--- src/rtl/seg_display_pkg.sv ---
// Shared definitions for the 7-segment display driver: FSM states, the blank code and the hex glyph table.
// Glyphs are gfedcba ordered and active-low.
package seg_display_pkg;

  typedef enum logic [1:0] {
    IDLE  = 2'd0,
    CONV  = 2'd1,
    LATCH = 2'd2
  } state_t;

  localparam logic [6:0] SEG_BLANK = 7'b1111111;

  // Index n holds the glyph for nibble n (0-9, then A b C d E F).
  localparam logic [15:0][6:0] GLYPH_ROM = {
    7'b0001110, 7'b0000110, 7'b0100001, 7'b1000110,
    7'b0000011, 7'b0001000, 7'b0010000, 7'b0000000,
    7'b1111000, 7'b0000010, 7'b0010010, 7'b0011001,
    7'b0110000, 7'b0100100, 7'b1111001, 7'b1000000
  };

endpackage

--- src/rtl/seg7_glyph.sv ---
// Maps one nibble to its active-low 7-segment glyph.
// Latency: combinational. Backpressure: none, pure lookup.
module seg7_glyph
  import seg_display_pkg::*;
(
  input  logic [3:0] nibble,
  output logic [6:0] pattern
);

  assign pattern = GLYPH_ROM[nibble];

endmodule

--- src/rtl/seg_display_driver.sv ---
// Binary to multi-digit 7-segment driver, hex or double-dabble decimal; SEG_LEADING_ZERO_BLANK_EN blanks leading zeros.
// Latency: outputs update 2 edges after accept (hex, accept edge included) or WIDTH+2 edges (decimal).
// Backpressure: in_ready high only in IDLE; in_valid while busy is dropped, nothing is queued.
module seg_display_driver
  import seg_display_pkg::*;
#(
  parameter int WIDTH  = 8,
  parameter int DIGITS = 3
) (
  input  logic                  clk,
  input  logic                  rst,
  input  logic [WIDTH-1:0]      in_value,
  input  logic                  in_mode,
  input  logic                  in_valid,
  output logic                  in_ready,
  output logic [7*DIGITS-1:0]   segments,
  output logic                  done,
  output logic                  overflow
);

  localparam int BCDW = 4 * DIGITS;
  localparam int EXTW = (WIDTH > BCDW) ? WIDTH : BCDW;
  localparam int CNTW = $clog2(WIDTH + 1);

  state_t               state;
  state_t               stateNext;
  logic                 accept;
  logic [WIDTH-1:0]     shiftReg;
  logic [BCDW-1:0]      bcdReg;
  logic                 carryReg;
  logic [CNTW-1:0]      bitCnt;
  logic [EXTW-1:0]      valExt;
  logic                 hexOvf;
  logic [BCDW-1:0]      adjusted;
  logic [BCDW-1:0]      dabbleNext;
  logic                 dabbleCarry;
  logic [DIGITS-1:0]    digitBlank;
  logic [7*DIGITS-1:0]  segNext;

  always_ff @(posedge clk) begin
    if (rst) state <= IDLE;
    else     state <= stateNext;
  end

  always_comb begin
    stateNext = state;
    in_ready  = (state == IDLE);
    accept    = in_valid && in_ready;
    case (state)
      IDLE:    if (accept) stateNext = in_mode ? CONV : LATCH;
      CONV:    if (bitCnt == CNTW'(WIDTH - 1)) stateNext = LATCH;
      LATCH:   stateNext = IDLE;
      default: stateNext = IDLE;
    endcase
  end

  // Hex digits are taken straight from the input; bits above the shown digits flag overflow.
  assign valExt = EXTW'(in_value);
  assign hexOvf = (valExt >> BCDW) != '0;

  // One double-dabble step: add 3 to every digit >= 5, then shift in the next binary bit.
  always_comb begin
    adjusted = bcdReg;
    for (int d = 0; d < DIGITS; d++) begin
      if (bcdReg[4*d +: 4] >= 4'd5) adjusted[4*d +: 4] = bcdReg[4*d +: 4] + 4'd3;
    end
    {dabbleCarry, dabbleNext} = {adjusted, shiftReg[WIDTH-1]};
  end

  always_comb begin
    digitBlank = '0;
`ifdef SEG_LEADING_ZERO_BLANK_EN
    begin : leadingZero
      logic seenNz;
      seenNz = 1'b0;
      for (int d = DIGITS - 1; d > 0; d--) begin
        seenNz        = seenNz | (bcdReg[4*d +: 4] != 4'd0);
        digitBlank[d] = !seenNz;
      end
    end
`endif
  end

  for (genvar g = 0; g < DIGITS; g++) begin : gDigit
    logic [6:0] glyph;
    seg7_glyph uGlyph (
      .nibble (bcdReg[4*g +: 4]),
      .pattern(glyph)
    );
    assign segNext[7*g +: 7] = digitBlank[g] ? SEG_BLANK : glyph;
  end

  always_ff @(posedge clk) begin
    if (rst) begin
      shiftReg <= '0;
      bcdReg   <= '0;
      carryReg <= 1'b0;
      bitCnt   <= '0;
      segments <= {DIGITS{SEG_BLANK}};
      overflow <= 1'b0;
      done     <= 1'b0;
    end else begin
      done <= 1'b0;
      case (state)
        IDLE: begin
          if (accept) begin
            bitCnt <= '0;
            if (in_mode) begin
              shiftReg <= in_value;
              bcdReg   <= '0;
              carryReg <= 1'b0;
            end else begin
              bcdReg   <= valExt[BCDW-1:0];
              carryReg <= hexOvf;
            end
          end
        end
        CONV: begin
          shiftReg <= shiftReg << 1;
          bcdReg   <= dabbleNext;
          carryReg <= carryReg | dabbleCarry;
          bitCnt   <= bitCnt + 1'b1;
        end
        LATCH: begin
          segments <= segNext;
          overflow <= carryReg;
          done     <= 1'b1;
        end
        default: ;
      endcase
    end
  end

endmodule

--- config.mk ---
export PLATFORM = sky130hd
export DESIGN_NAME = seg_display_driver
export DESIGN_NICKNAME = d
export VERILOG_FILES = /design/src/rtl/seg_display_pkg.sv /design/src/rtl/seg7_glyph.sv /design/src/rtl/seg_display_driver.sv
export SDC_FILE = /design/constraint.sdc
export NUM_CORES = 1
export LEC_CHECK = 0
export ABC_AREA = 1
export BUFFER_PORTS_ARGS = -buffer_cell sky130_fd_sc_hd__buf_2
export CORE_ASPECT_RATIO = 0.6
export CORE_UTILIZATION = 59
export DETAILED_ROUTE_END_ITERATION = 7
export PLACE_DENSITY = 0.78
export SLEW_MARGIN = 10
export SYNTH_ARGS = -nofsm -noshare
export SYNTH_HDL_FRONTEND = slang
export SYNTH_HIERARCHICAL = 1
export SYNTH_SLANG_ARGS = --single-unit
--- constraint.sdc ---
create_clock -name clk -period 1.7 [get_ports clk]
set_input_delay 0.085 -clock clk [delete_from_list [all_inputs] [get_ports clk]]
set_output_delay 0.085 -clock clk [all_outputs]
set_load 0.1 [all_outputs]
# Word-level counts from Yosys, hierarchy flattened
# Memory sizes are Yosys's and may differ from the RTL's. A register that Yosys moved wholly into a read port is not among the register bits.
# Index checks and enable logic that the tools add are counted.
dict set report word_totals {
  reg_bits 29
  mem_bits_ro 336
  word_cells 48
  mem_count 3
}
dict set report classes {
  add_sub_neg 4
  n_lt_le_gt_ge 3
  eq_ne 6
  muxes 18
  bitwise 1
  n_reduce_logical 6
}
# name depth word_bits read_ports rd_clocked_by_memory_dff write_ports line
set mem_list {}
lappend mem_list {{(name not given)} 16 7 1 1 0 seg7_glyph.sv:10} ;# assign pattern = GLYPH_ROM[nibble];
lappend mem_list {{(name not given)} 16 7 1 1 0 seg7_glyph.sv:10}
lappend mem_list {{(name not given)} 16 7 1 1 0 seg7_glyph.sv:10}
# operator count
set op_table {}
lappend op_table {{two-way mux 8 bit} 3}
lappend op_table {{one-hot mux 12 bit (2 select lines)} 1}
lappend op_table {{two-way mux 4 bit} 4}
lappend op_table {{one-hot mux 8 bit (2 select lines)} 1}
lappend op_table {{adder 4 x 2 -> 4 bit (second input constant)} 3}
lappend op_table {{greater-or-equal comparator 4 x 3 -> 1 bit (second input constant)} 3}
lappend op_table {{two-way mux 12 bit} 1}
lappend op_table {{one-hot mux 4 bit (2 select lines)} 1}
lappend op_table {{two-way mux 2 bit} 3}
lappend op_table {{adder 4 x 1 -> 4 bit (second input constant)} 1}
lappend op_table {{equality test 4 x 3 -> 1 bit (second input constant)} 1}
lappend op_table {{inequality test 2 bit (second input constant)} 2}
lappend op_table {{one-hot mux 2 bit (2 select lines)} 1}
lappend op_table {{AND reduction 2 bit} 2}
lappend op_table {{AND reduction 3 bit} 1}
lappend op_table {{equality test 2 x 1 -> 1 bit (second input constant)} 1}
lappend op_table {{equality test 2 bit (second input constant)} 1}
lappend op_table {{zero test 2 bit} 1}
lappend op_table {{two-way mux 1 bit} 2}
lappend op_table {{inequality test 2 x 1 -> 1 bit (second input constant)} 1}
lappend op_table {{one-hot mux 1 bit (2 select lines)} 1}
lappend op_table {{nonzero test 2 bit} 1}
lappend op_table {{logical AND 1 bit} 1}
lappend op_table {{OR 1 bit} 1}

# Logic depth before layout (Yosys ltp)
dict set report logic_depth {
  word_depth 4
  depth_mapped 9
  mapped_depth_nobuf 9
}

# Cells and area by module
# Netlist, hierarchy kept.
# mod instances cells_each area_each_um2 seq_area_each_um2
set by_module_without_submodules {}
lappend by_module_without_submodules {seg_display_driver 1 328 2331.0 1001.0}
lappend by_module_without_submodules {seg7_glyph 3 49 274.0 0.0}

# Worst setup path after synthesis
# OpenSTA, ideal clock, no wires.
dict set report synth_path {
  path_kind {register to register}
  start {reg state[1]}
  end {reg state[0]}
  arrival_time_ns 1.972
  t_required_ns 1.628
  path_slack_ns -0.344
  path_stages_with_launch 4
  path_buffers 0
  path_cell_list {dfxtp_1 nor2_1 nand3_1 a21oi_1}
}
dict set report synth_between {
  elab_chain_len 4
  word_cells_on_any_way 7
}
# item line
set synth_rtl {}
lappend synth_rtl {{from (decl)} seg_display_driver.sv:25} ;# state_t state;
lappend synth_rtl {{from (signal assigned)} seg_display_driver.sv:42} ;# else state <= stateNext;
lappend synth_rtl {{zero test 2 bit *} seg_display_driver.sv:47} ;# in_ready = (state == IDLE);
lappend synth_rtl {{via in_ready} seg_display_driver.sv:15} ;# output logic in_ready,
lappend synth_rtl {{logical AND 1 bit} seg_display_driver.sv:48} ;# accept = in_valid && in_ready;
lappend synth_rtl {{inequality test 2 x 1 -> 1 bit (no source line)} n/a}
lappend synth_rtl {{AND reduction 2 bit (no source line)} n/a}
# Mark *: on every way through the listed nets, which the timed path passes. The rest lies on a longest branch.
# A chain may end at the register's enable or synchronous reset.

==> parameters.txt <==
Parameter                              Value

Run status
  Status    completed

Place
  PortBufs    35
  Total half-perimeter wirelength after legalization and detailed placement    5270 um
  Final estimated routing congestion in global placement    0.903
  Placed cell areas    0.00339 sq mm
  Worst setup slack after placement    0.192 ns

Final layout
  Fin area    0.00351 sq mm
  Ant. Diodes    0
  Fill count    464
  Final core occ    68.7%
  Share of layout cells above drive strength 1    14.5%
  Area growth from synthesis to layout    11.2%
  Net total in the final layout    551

Worst setup path
  Maximum single-stage delay on the critical path    0.50 ns
  Endpoint class of the critical path    flip-flop
  Cell Chain, Critical Path    inv_1, ha_1, inv_1, nand2_1, nand3_1, nand2_1, nand2_1, nand3_1
  Worst-path cell with the longest stage delay    sky130_fd_sc_hd__dfxtp_1
  FF-to-FF setup slack    0.24 ns
  Endpoint required time on the critical path    1.89 ns
  Critical path start-end classification    flip-flop to flip-flop
  FF-to-FF End    segments[14]
  Most used cell, CP    sky130_fd_sc_hd__nand2_1
  Biggest fanout along the worst timing path    8
  Category of the worst setup path launch point    flip-flop
  Number of cell instances on the worst register-to-register path    8
  Beginning of the worst register-to-register path    bcdReg[9]
  Worst EP arrival    1.65 ns

Drt
  WL met3    480 um
  Met2 Routed Length    2900 um
  Detail Route Antenna Nets    0
  Number of detailed-route iterations in the first pass    4
  DR WL/cell    12.2 um
  Drt initial violations    204
  DR top layer    met4
  Number of DRC violations after detailed routing    0
  DR vias/cell    5.29
  Total via count after detailed routing    3055
  Total routed wirelength    7040 um
  M1 WL    3600 um

Logic synthesis
  Warnings, synthesis    6
  Largest area contributor in the synthesized netlist    sky130_fd_sc_hd__dfxtp_1
  Syn_nets    515
  Sequential fraction of the synthesis area    31.7%
  Unique cell type count in the Yosys netlist    27
  Mean area per synthesized cell    6.64 sq um
  Seq cells post-synth    50
  Fraction of post-synthesis cell area in the top cell type by area    31.7%
  Gate count of the mapped netlist    475
  Mapped Area    0.00315 sq mm
  Synth top area cells    sky130_fd_sc_hd__dfxtp_1 (32%), sky130_fd_sc_hd__nand2_1 (19%), sky130_fd_sc_hd__ha_1 (11%)

CTS
  CTS hold repair buffers    0
  Clock root cell    sky130_fd_sc_hd__clkbuf_8
  Clock transition at the registers of the reported paths    0.09 ns
  Clock sink total    50
  TritonCTS Buffers    5
  H-tree depth reported by CTS    2
  Worst skew pair latency    0.31 ns
  Post-CTS Resized    0
  Clock buffer depth    2
  CTS tree    done
  Buffers inserted by post-CTS timing repair    0

Pwr
  Logic pwr share    31.6%
  Net Sw Power    1.26 mW
  Internal power contribution    1.95 mW
  Share of power burned in the clock network    26.5%
  Leakage power total    1.69 nW
  Power density cells    916 mW/mm^2
  Sequential group share of total power    41.9%
  Pwr Total    3.21 mW
  Share of total power consumed by net switching    39.1%
  Worst VDD drop    0.421 mV

Hold path
  Hold-critical path endpoint    shiftReg[0]
  Startpoint of the most critical hold path    in_value[0]
  Worst Hold Depth    3
  Min-delay worst type    input pin to flip-flop

Timing
  Least setup slack across all paths after layout    0.238 ns
  RSZ-0062 raised after global routing    false
  Sum of negative setup slack    0 ns
  Share of the clock period used by the worst path    86.0%
  Number of pins with negative max-slew slack in the final report    0
  Worst slew margin relative to its limit    67.2%
  Final hold viol count    0
  Clk_skew    0.0102 ns
  Max frequency    684 MHz
  Tmin final    1.46 ns
  Final count of negative-setup-slack endpoints    0
  Worst-Margin Slew    0.496 ns

Die
  Die W    96.4 um
  Effective utilization at floorplan    61.8%
  Number of top-level design ports    36
  Area of the core    0.00510 sq mm
  Row Count    20
  Die outline area    0.00565 sq mm
  Height of the die    58.6 um

GRT
  GRT Overall Usage    26.9%
  Global-route wire length before repair    11700 um
  Congestion Overflow GR    0
  Via count of the first global-routing pass    2538
  Antenna violations before repair    0
  Maximum number of pins on one net before global-route repair    23

Run
  Max-capacitance violation count    0
how the worst max path moves through the flow:
| stage | start | to | slack [ns] | depth (start not counted) |
|---|---|---|---|---|
| after floorplan | state[1] | state[0] | 0.15 | 3 |
| after global placement | bcdReg[5] | bcdReg[8] | 0.25 | 9 |
| after detailed placement | bcdReg[5] | bcdReg[8] | 0.19 | 9 |
| after CTS | bcdReg[5] | bcdReg[8] | 0.14 | 9 |
| after global routing | bcdReg[5] | bcdReg[8] | 0.09 | 9 |
| final | bcdReg[9] | segments[14] | 0.24 | 8 |
per-stage QoR:
stage | instances | hold slack (ns)
global placement | 570 | 0.366
CTS | 578 | 0.0508
finish | 578 | 0.0559
floorplan | 475 | 0.154
global route | 578 | 0.0687
detailed placement | 570 | 0.376
state kept, by name, summed over array words and instances, names as in the netlist:
| name | cells |
|---|---|
| segments | 21 |
| bcdReg | 12 |
| shiftReg | 8 |
| bitCnt | 4 |
| state | 2 |
| carryReg | 1 |
| done | 1 |
| overflow | 1 |
cell usage in the layout (no fill, tap or decap), drive strengths merged, types with 2 or more instances in the layout:
| cell type | instances |
|---|---|
| buf | 48 |
| o21ai | 40 |
| inv | 47 |
| dfxtp | 50 |
| nand3 | 65 |
| nor3 | 2 |
| a21oi | 23 |
| clkbuf | 6 |
| ha | 28 |
| nand4 | 6 |
| nor2 | 24 |
| o211ai | 3 |
| nand2 | 164 |
critical path, delay by kind of cell, from the launching register on:
kind	cells	cell delay, ns
buffers and inverters	2	0.29
DFF	1	0.50
adders and majority gates	1	0.22
and+or+nand+nor	5	0.34
Yosys cell counts, drive strengths merged:
cell type	n
a21oi	23
a31oi	1
and3	1
buf	15
clkbuf	4
clkinv	1
dfxtp	50
ha	28
inv	47
nand2	164
nand3	65
nand4	6
nor2	24
nor3	2
o211ai	3
o21ai	40
o31ai	1
final cells by class:
type	instances	area [sq um]	share of cell area [%]
flip-flops and latches	50	1000	28.6
clock inverters	2	37.5	1.07
inverters	48	185	5.28
well taps	66	82.6	2.36
multi-input cells	358	1840	52.5
clock buffers	6	72.6	2.07
repair buffers	48	285	8.14
power by group through the flow:
stage          registers (mW)  clock network (mW)  logic (mW)
2_1_floorplan            1.69                   0       0.505
3_3_place_gp             1.37                   0       0.993
3_5_place_dp             1.37                   0        1.01
4_1_cts                  1.34               0.869        1.01
5_1_grt                  1.36               0.910        1.12
6_report                 1.34               0.851        1.01
cell families after synthesis:
| logic type | Yosys count | share of synthesized area (%) |
|---|---|---|
| AND/OR/NAND/NOR | 262 | 35.6 |
| AO/OA/AOI/OAI | 68 | 11.5 |
| flip-flops | 50 | 31.7 |
| buffers and inverters | 67 | 10.0 |
| adder cells (fa/ha/maj) | 28 | 11.1 |
per-layer routing:
| layer | global-route usage, % | vias up |
|---|---|---|
| li1 | - | 1607 |
| met1 | 40.8 | 1360 |
| met2 | 39.3 | 82 |
| met3 | 4.91 | 6 |
| met4 | 6.72 | 0 |
| met5 | 0 | - |
No activity file was read; power rests on OpenSTA's default activity.
